$ cat src/rtl/jt49_bus_arb.sv
// Round-robin two-port arbiter driving AY-style BDIR/BC1 bus cycles.
// Optional address cache: define JT49_ARB_ADDR_CACHE_EN.
module jt49_bus_arb #(
    parameter int HOLD = 2
) (
    input  logic       clk,
    input  logic       rst,
    input  logic       req0,
    input  logic       req1,
    input  logic       rnw0,
    input  logic       rnw1,
    input  logic [3:0] addr0,
    input  logic [3:0] addr1,
    input  logic [7:0] wdata0,
    input  logic [7:0] wdata1,
    output logic       ack0,
    output logic       ack1,
    output logic [7:0] rdata,
    output logic       busy,
    output logic       bdir,
    output logic       bc1,
    output logic [7:0] psg_din,
    input  logic [7:0] psg_dout
);

    typedef enum logic [2:0] {
        S_IDLE,
        S_ADDR,
        S_GAP1,
        S_DATA,
        S_END
    } state_t;

    localparam logic [3:0] CNT_INIT = 4'(HOLD - 1);

    state_t     state;
    logic [3:0] cnt;
    logic       gnt;
    logic       last;
    logic       rnw;
    logic [3:0] addr;
    logic [7:0] wdata;

    logic       gnt1;
    logic       sel_rnw;
    logic [3:0] sel_addr;
    logic [7:0] sel_wdata;
    logic       hit;

    // Port 1 wins only when alone or when port 0 had the last grant
    assign gnt1      = req1 & (~req0 | ~last);
    assign sel_rnw   = gnt1 ? rnw1   : rnw0;
    assign sel_addr  = gnt1 ? addr1  : addr0;
    assign sel_wdata = gnt1 ? wdata1 : wdata0;

`ifdef JT49_ARB_ADDR_CACHE_EN
    logic       cache_vld;
    logic [3:0] cache_addr;

    assign hit = cache_vld && (cache_addr == sel_addr);

    always_ff @(posedge clk) begin
        if (rst) begin
            cache_vld  <= 1'b0;
            cache_addr <= 4'h0;
        end else if (state == S_ADDR && cnt == 4'd0) begin
            cache_vld  <= 1'b1;
            cache_addr <= addr;
        end
    end
`else
    assign hit = 1'b0;
`endif

    always_ff @(posedge clk) begin
        if (rst) begin
            state   <= S_IDLE;
            cnt     <= 4'd0;
            gnt     <= 1'b0;
            last    <= 1'b1;
            rnw     <= 1'b0;
            addr    <= 4'h0;
            wdata   <= 8'h00;
            bdir    <= 1'b0;
            bc1     <= 1'b0;
            psg_din <= 8'h00;
            ack0    <= 1'b0;
            ack1    <= 1'b0;
            rdata   <= 8'h00;
            busy    <= 1'b0;
        end else begin
            ack0 <= 1'b0;
            ack1 <= 1'b0;
            unique case (state)
                S_IDLE: begin
                    if (req0 | req1) begin
                        gnt   <= gnt1;
                        last  <= gnt1;
                        rnw   <= sel_rnw;
                        addr  <= sel_addr;
                        wdata <= sel_wdata;
                        busy  <= 1'b1;
                        cnt   <= CNT_INIT;
                        if (hit) begin
                            state   <= S_DATA;
                            bdir    <= ~sel_rnw;
                            bc1     <= sel_rnw;
                            psg_din <= sel_rnw ? 8'h00 : sel_wdata;
                        end else begin
                            state   <= S_ADDR;
                            bdir    <= 1'b1;
                            bc1     <= 1'b1;
                            psg_din <= {4'h0, sel_addr};
                        end
                    end
                end
                S_ADDR: begin
                    if (cnt == 4'd0) begin
                        state   <= S_GAP1;
                        bdir    <= 1'b0;
                        bc1     <= 1'b0;
                        psg_din <= 8'h00;
                    end else begin
                        cnt <= cnt - 4'd1;
                    end
                end
                S_GAP1: begin
                    state   <= S_DATA;
                    cnt     <= CNT_INIT;
                    bdir    <= ~rnw;
                    bc1     <= rnw;
                    psg_din <= rnw ? 8'h00 : wdata;
                end
                S_DATA: begin
                    if (cnt == 4'd0) begin
                        state   <= S_END;
                        bdir    <= 1'b0;
                        bc1     <= 1'b0;
                        psg_din <= 8'h00;
                        ack0    <= ~gnt;
                        ack1    <= gnt;
                        if (rnw) begin
                            rdata <= psg_dout;
                        end
                    end else begin
                        cnt <= cnt - 4'd1;
                    end
                end
                S_END: begin
                    state <= S_IDLE;
                    busy  <= 1'b0;
                end
                default: begin
                    state <= S_IDLE;
                    busy  <= 1'b0;
                end
            endcase
        end
    end

endmodule

$ cat config.mk
export PLATFORM = sky130hd
export DESIGN_NAME = jt49_bus_arb
export DESIGN_NICKNAME = d
export VERILOG_FILES = /design/src/rtl/jt49_bus_arb.sv
export SDC_FILE = /design/constraint.sdc
export NUM_CORES = 1
export LEC_CHECK = 0
export ABC_AREA = 1
export CORE_MARGIN = 10
export CORE_UTILIZATION = 46
export CTS_CLUSTER_DIAMETER = 40
export DETAILED_ROUTE_END_ITERATION = 16
export MAX_ROUTING_LAYER = met4
export PLACE_DENSITY = 0.92
export SLEW_MARGIN = 30
export SYNTH_ARGS = -nofsm -noshare
export SYNTH_HDL_FRONTEND = slang
export SYNTH_SLANG_ARGS = --single-unit
$ cat constraint.sdc
create_clock -name clk -period 1.6 [get_ports clk]
set_clock_uncertainty 0.05 [all_clocks]
set_input_delay 0.24 -clock clk [delete_from_list [all_inputs] [get_ports clk]]
set_output_delay 0.24 -clock clk [all_outputs]
set_load 0.05 [all_outputs]
==> reports/qor.txt <==
outcome -> finished, final reports clean
number of remaining DRC errors -> 0
maximum vdd ir drop -> 0.0009355 V
area growth from synthesis to layout -> 41.48%
CTS-repair resized insts -> 0
number of cells produced by synthesis -> 283
combined area of all synthesized cells -> 0.001837 sq mm
core outline area -> 0.003771 sq mm
CP Buf/Inv Count -> 3
Static Leakage -> 1.236 nW
synthesized-area fraction occupied by ao, oa, aoi and oai cells -> 8.651%
startpoint class of the critical path -> flip-flop
final setup violation count -> 0
critical path cell sequence -> inv_1 -> ha_1 -> nand2_1 -> inv_1 -> nand3_2 -> inv_2 -> nor2_1 -> nor2_1
commonest cells after routing, fill and taps aside -> 95 x sky130_fd_sc_hd__nand2_1, 44 x sky130_fd_sc_hd__nor2_1, 38 x sky130_fd_sc_hd__dfxtp_1
startpoint-to-endpoint class of the critical path -> flip-flop to flip-flop
worst slew margin relative to its limit -> 74.69%
multiplexer share of the synthesized area -> 0%
power share of the clock group -> 28.7%
routed length per instance -> 12.29 um
Avg Inst Size Synth -> 6.490 sq um
data required time at the worst endpoint -> 1.78 ns
Power Dens Cells -> 1294 mW/mm^2
post-synth top area cell -> sky130_fd_sc_hd__dfxtp_1
Worst Tran Pin Value -> 0.3771 ns
commonest non-fill, non-tap cell in the layout -> sky130_fd_sc_hd__nand2_1
number of distinct standard cells referenced by the synthesized netlist -> 20
portion of synthesized cell area occupied by the leading cell type -> 42.51%
Worst Setup EP -> rdata[0]
clock root cell -> sky130_fd_sc_hd__clkbuf_8
net switching power figure -> 1.190 mW
number of violations reported at the end of detailed-routing iteration 0 -> 134
count of cell instances traversed by the critical path -> 8
Routability Congestion -> 0.8455
cell internal power dissipation -> 2.173 mW
total global routing overflow -> 0
period utilisation layout -> 89.75%
number of buffers inserted by port buffering -> 58
area fraction in and, or, nand and nor cells after synthesis -> 37.87%
worst setup slack after placement -> -0.08930 ns
fraction of synthesized cell area in xor and xnor cells -> 0%
largest stage delay on the critical path -> 0.32 ns
critical path peak fanout -> 9
Synth area leaders -> sky130_fd_sc_hd__dfxtp_1 43%, sky130_fd_sc_hd__nand2_1 19%, sky130_fd_sc_hd__nor2_1 9.0%, sky130_fd_sc_hd__nand3_1 6.3%, sky130_fd_sc_hd__inv_1 5.7%
wire length after detailed routing -> 4904 um
DP Cell Count -> 391
fmax -> 696.4 MHz
number of vias after detailed routing -> 1943
H-tree levels -> 2
CTS max path bufs -> 2
combinational group share of total power -> 35.4%
number of diodes -> 0
critical register-to-register path startpoint -> cnt[0]
family of cells with the greatest summed delay on the critical path -> simple AND/OR/NAND/NOR gates
total clock buffers created by CTS -> 5
startpoint of the worst setup timing path -> cnt[0]
proportion of synthesized chip area in sequential cells -> 42.51%
antenna viol nets, final -> 0
max-capacitance violation count -> 0
Final Instance Count excl. Fillers -> 399
setup slack of the critical path after layout -> 0.1640 ns
accumulated negative setup slack -> 0 ns
Yosys reg bits -> 39
Overall Power -> 3.363 mW
net count after synthesis -> 323
number of buffers inserted by post-CTS setup repair -> 0
Via density -> 4.870
Die Height -> 83.19 um
critical path endpoint category -> flip-flop
slack of the worst reg-to-reg path -> 0.16 ns
vias in the first global route -> 1864
wire length of the first global-routing pass -> 8300 um
die boundary width -> 83.19 um
number of pins with negative max-slew slack in the final report -> 0
Rows -> 22
net count reported at finish -> 390
effective utilization at floorplan -> 48.71%
TritonCTS clock tree -> built
proportion of total power due to net switching -> 35.38%
largest family of logic cells by synthesized area -> simple AND/OR/NAND/NOR gates
ports placed on the boundary -> 59
final core occ -> 68.91%
number of warnings printed during yosys synthesis -> 0
hold violation total from the final report -> 0
initial antenna violation count -> 0
clock transition at the registers of the reported paths -> 0.08 ns
shortest clock period the worst path allows after layout -> 1.436 ns
detailed placer's ending HPWL -> 3789 um
post-synthesis share of cell area spent on full adders, half adders and majority gates -> 1.362%
fraction of final layout cells sized beyond drive strength 1 -> 14.25%
pin count of the biggest net entering global routing -> 20
hold_buf cts -> 0
setup repair after global routing missed its margin -> yes
Arrival @ worst endpoint -> 1.61 ns
length of the first detailed-routing pass in iterations -> 4
end of the worst register-to-register path -> rdata[0]
worst-skew pair later-pin latency -> 0.29 ns
Min-Delay Path Class -> flip-flop to flip-flop
worst-path cell with the longest stage delay -> sky130_fd_sc_hd__dfxtp_1
share of power burned in registers -> 35.9%
number of cells on the worst reg-to-reg path -> 8
GRT Overall Usage -> 14.20%
clock sink total -> 39
Die Footprint -> 0.006921 sq mm
[kinds of logic (layout without fill, tap and decap cells)]
logic type / count (synthesis) / after routing
buf+inv: 41 / 109
fa+ha+maj: 2 / 2
compound gates: 31 / 31
simple gates: 170 / 170
flops: 39 / 39
[power groups by stage]
stage                     clock network (mW)  registers [mW]  logic (mW)
after floorplan                            0            1.39       0.658
after global placement                     0            1.22        1.14
after detailed placement                   0            1.23        1.18
after CTS                              0.973            1.21        1.19
after global routing                    1.01            1.23        1.35
final                                  0.965            1.21        1.19
[sequential cells by signal, summed over array words and instances, names as in the netlist]
name	count
ack0	1
psg_din	8
ack1	1
wdata	8
bc1	1
rdata	8
bdir	1
cnt	4
busy	1
state	3
last	1
gnt	1
rnw	1
[worst min-delay path: stages (launching register included)]
cell and delay, ns:
sky130_fd_sc_hd__dfxtp_1 0.31, sky130_fd_sc_hd__nand2_1 0.06, sky130_fd_sc_hd__a21oi_1 0.05
[cell usage after synthesis]
| library cell | instances |
|---|---|
| sky130_fd_sc_hd__a21oi_1 | 18 |
| sky130_fd_sc_hd__a21oi_2 | 1 |
| sky130_fd_sc_hd__buf_4 | 4 |
| sky130_fd_sc_hd__buf_6 | 1 |
| sky130_fd_sc_hd__clkbuf_1 | 3 |
| sky130_fd_sc_hd__clkinv_1 | 2 |
| sky130_fd_sc_hd__dfxtp_1 | 39 |
| sky130_fd_sc_hd__ha_1 | 2 |
| sky130_fd_sc_hd__inv_1 | 28 |
| sky130_fd_sc_hd__inv_2 | 3 |
| sky130_fd_sc_hd__nand2_1 | 95 |
| sky130_fd_sc_hd__nand2_2 | 2 |
| sky130_fd_sc_hd__nand3_1 | 23 |
| sky130_fd_sc_hd__nand3_2 | 1 |
| sky130_fd_sc_hd__nand4_1 | 1 |
| sky130_fd_sc_hd__nor2_1 | 44 |
| sky130_fd_sc_hd__nor2_2 | 3 |
| sky130_fd_sc_hd__nor2_4 | 1 |
| sky130_fd_sc_hd__o21ai_0 | 11 |
| sky130_fd_sc_hd__o21ai_1 | 1 |
[per-layer routing]
layer | vias to the layer above | global-route usage (%) | routed length [um]
met3 | 17 | 3.613 | 334
met5 | - | - | 0
met4 | 0 | 6.769 | 121
met2 | 64 | 24.16 | 2471
li1 | 1009 | - | -
met1 | 853 | 15.00 | 1977
[layout make-up]
class	count	area (sq um)
Tap cell	48	60.06
Timing Repair Buffer	68	615.6
Sequential cell	39	782.0
Clock inverter	2	60.06
Inverter	33	123.9
Clock buffer	6	72.57
Fill cell	298	1172
Multi-Input combinational cell	203	884.6
[worst min path at each step]
stage                 from          to  slack, ns  cells after the start
2_1_floorplan  psg_dout[0]    rdata[0]       0.35                      2
3_3_place_gp    psg_din[6]  psg_din[6]       0.40                      2
3_5_place_dp      wdata[4]    wdata[4]       0.41                      2
4_1_cts           wdata[4]    wdata[4]       0.42                      2
5_1_grt           wdata[5]    wdata[5]       0.45                      2
6_report          wdata[4]    wdata[4]       0.42                      2
[stage by stage]
stage | area, sq um | hold slack, ns
2_1_floorplan | 1837 | 0.3545
3_3_place_gp | 2460 | 0.4042
3_5_place_dp | 2460 | 0.4058
4_1_cts | 2592 | 0.4177
5_1_grt | 2599 | 0.4479
6_report | 2599 | 0.4167
Power figures use the tool's default switching activity.
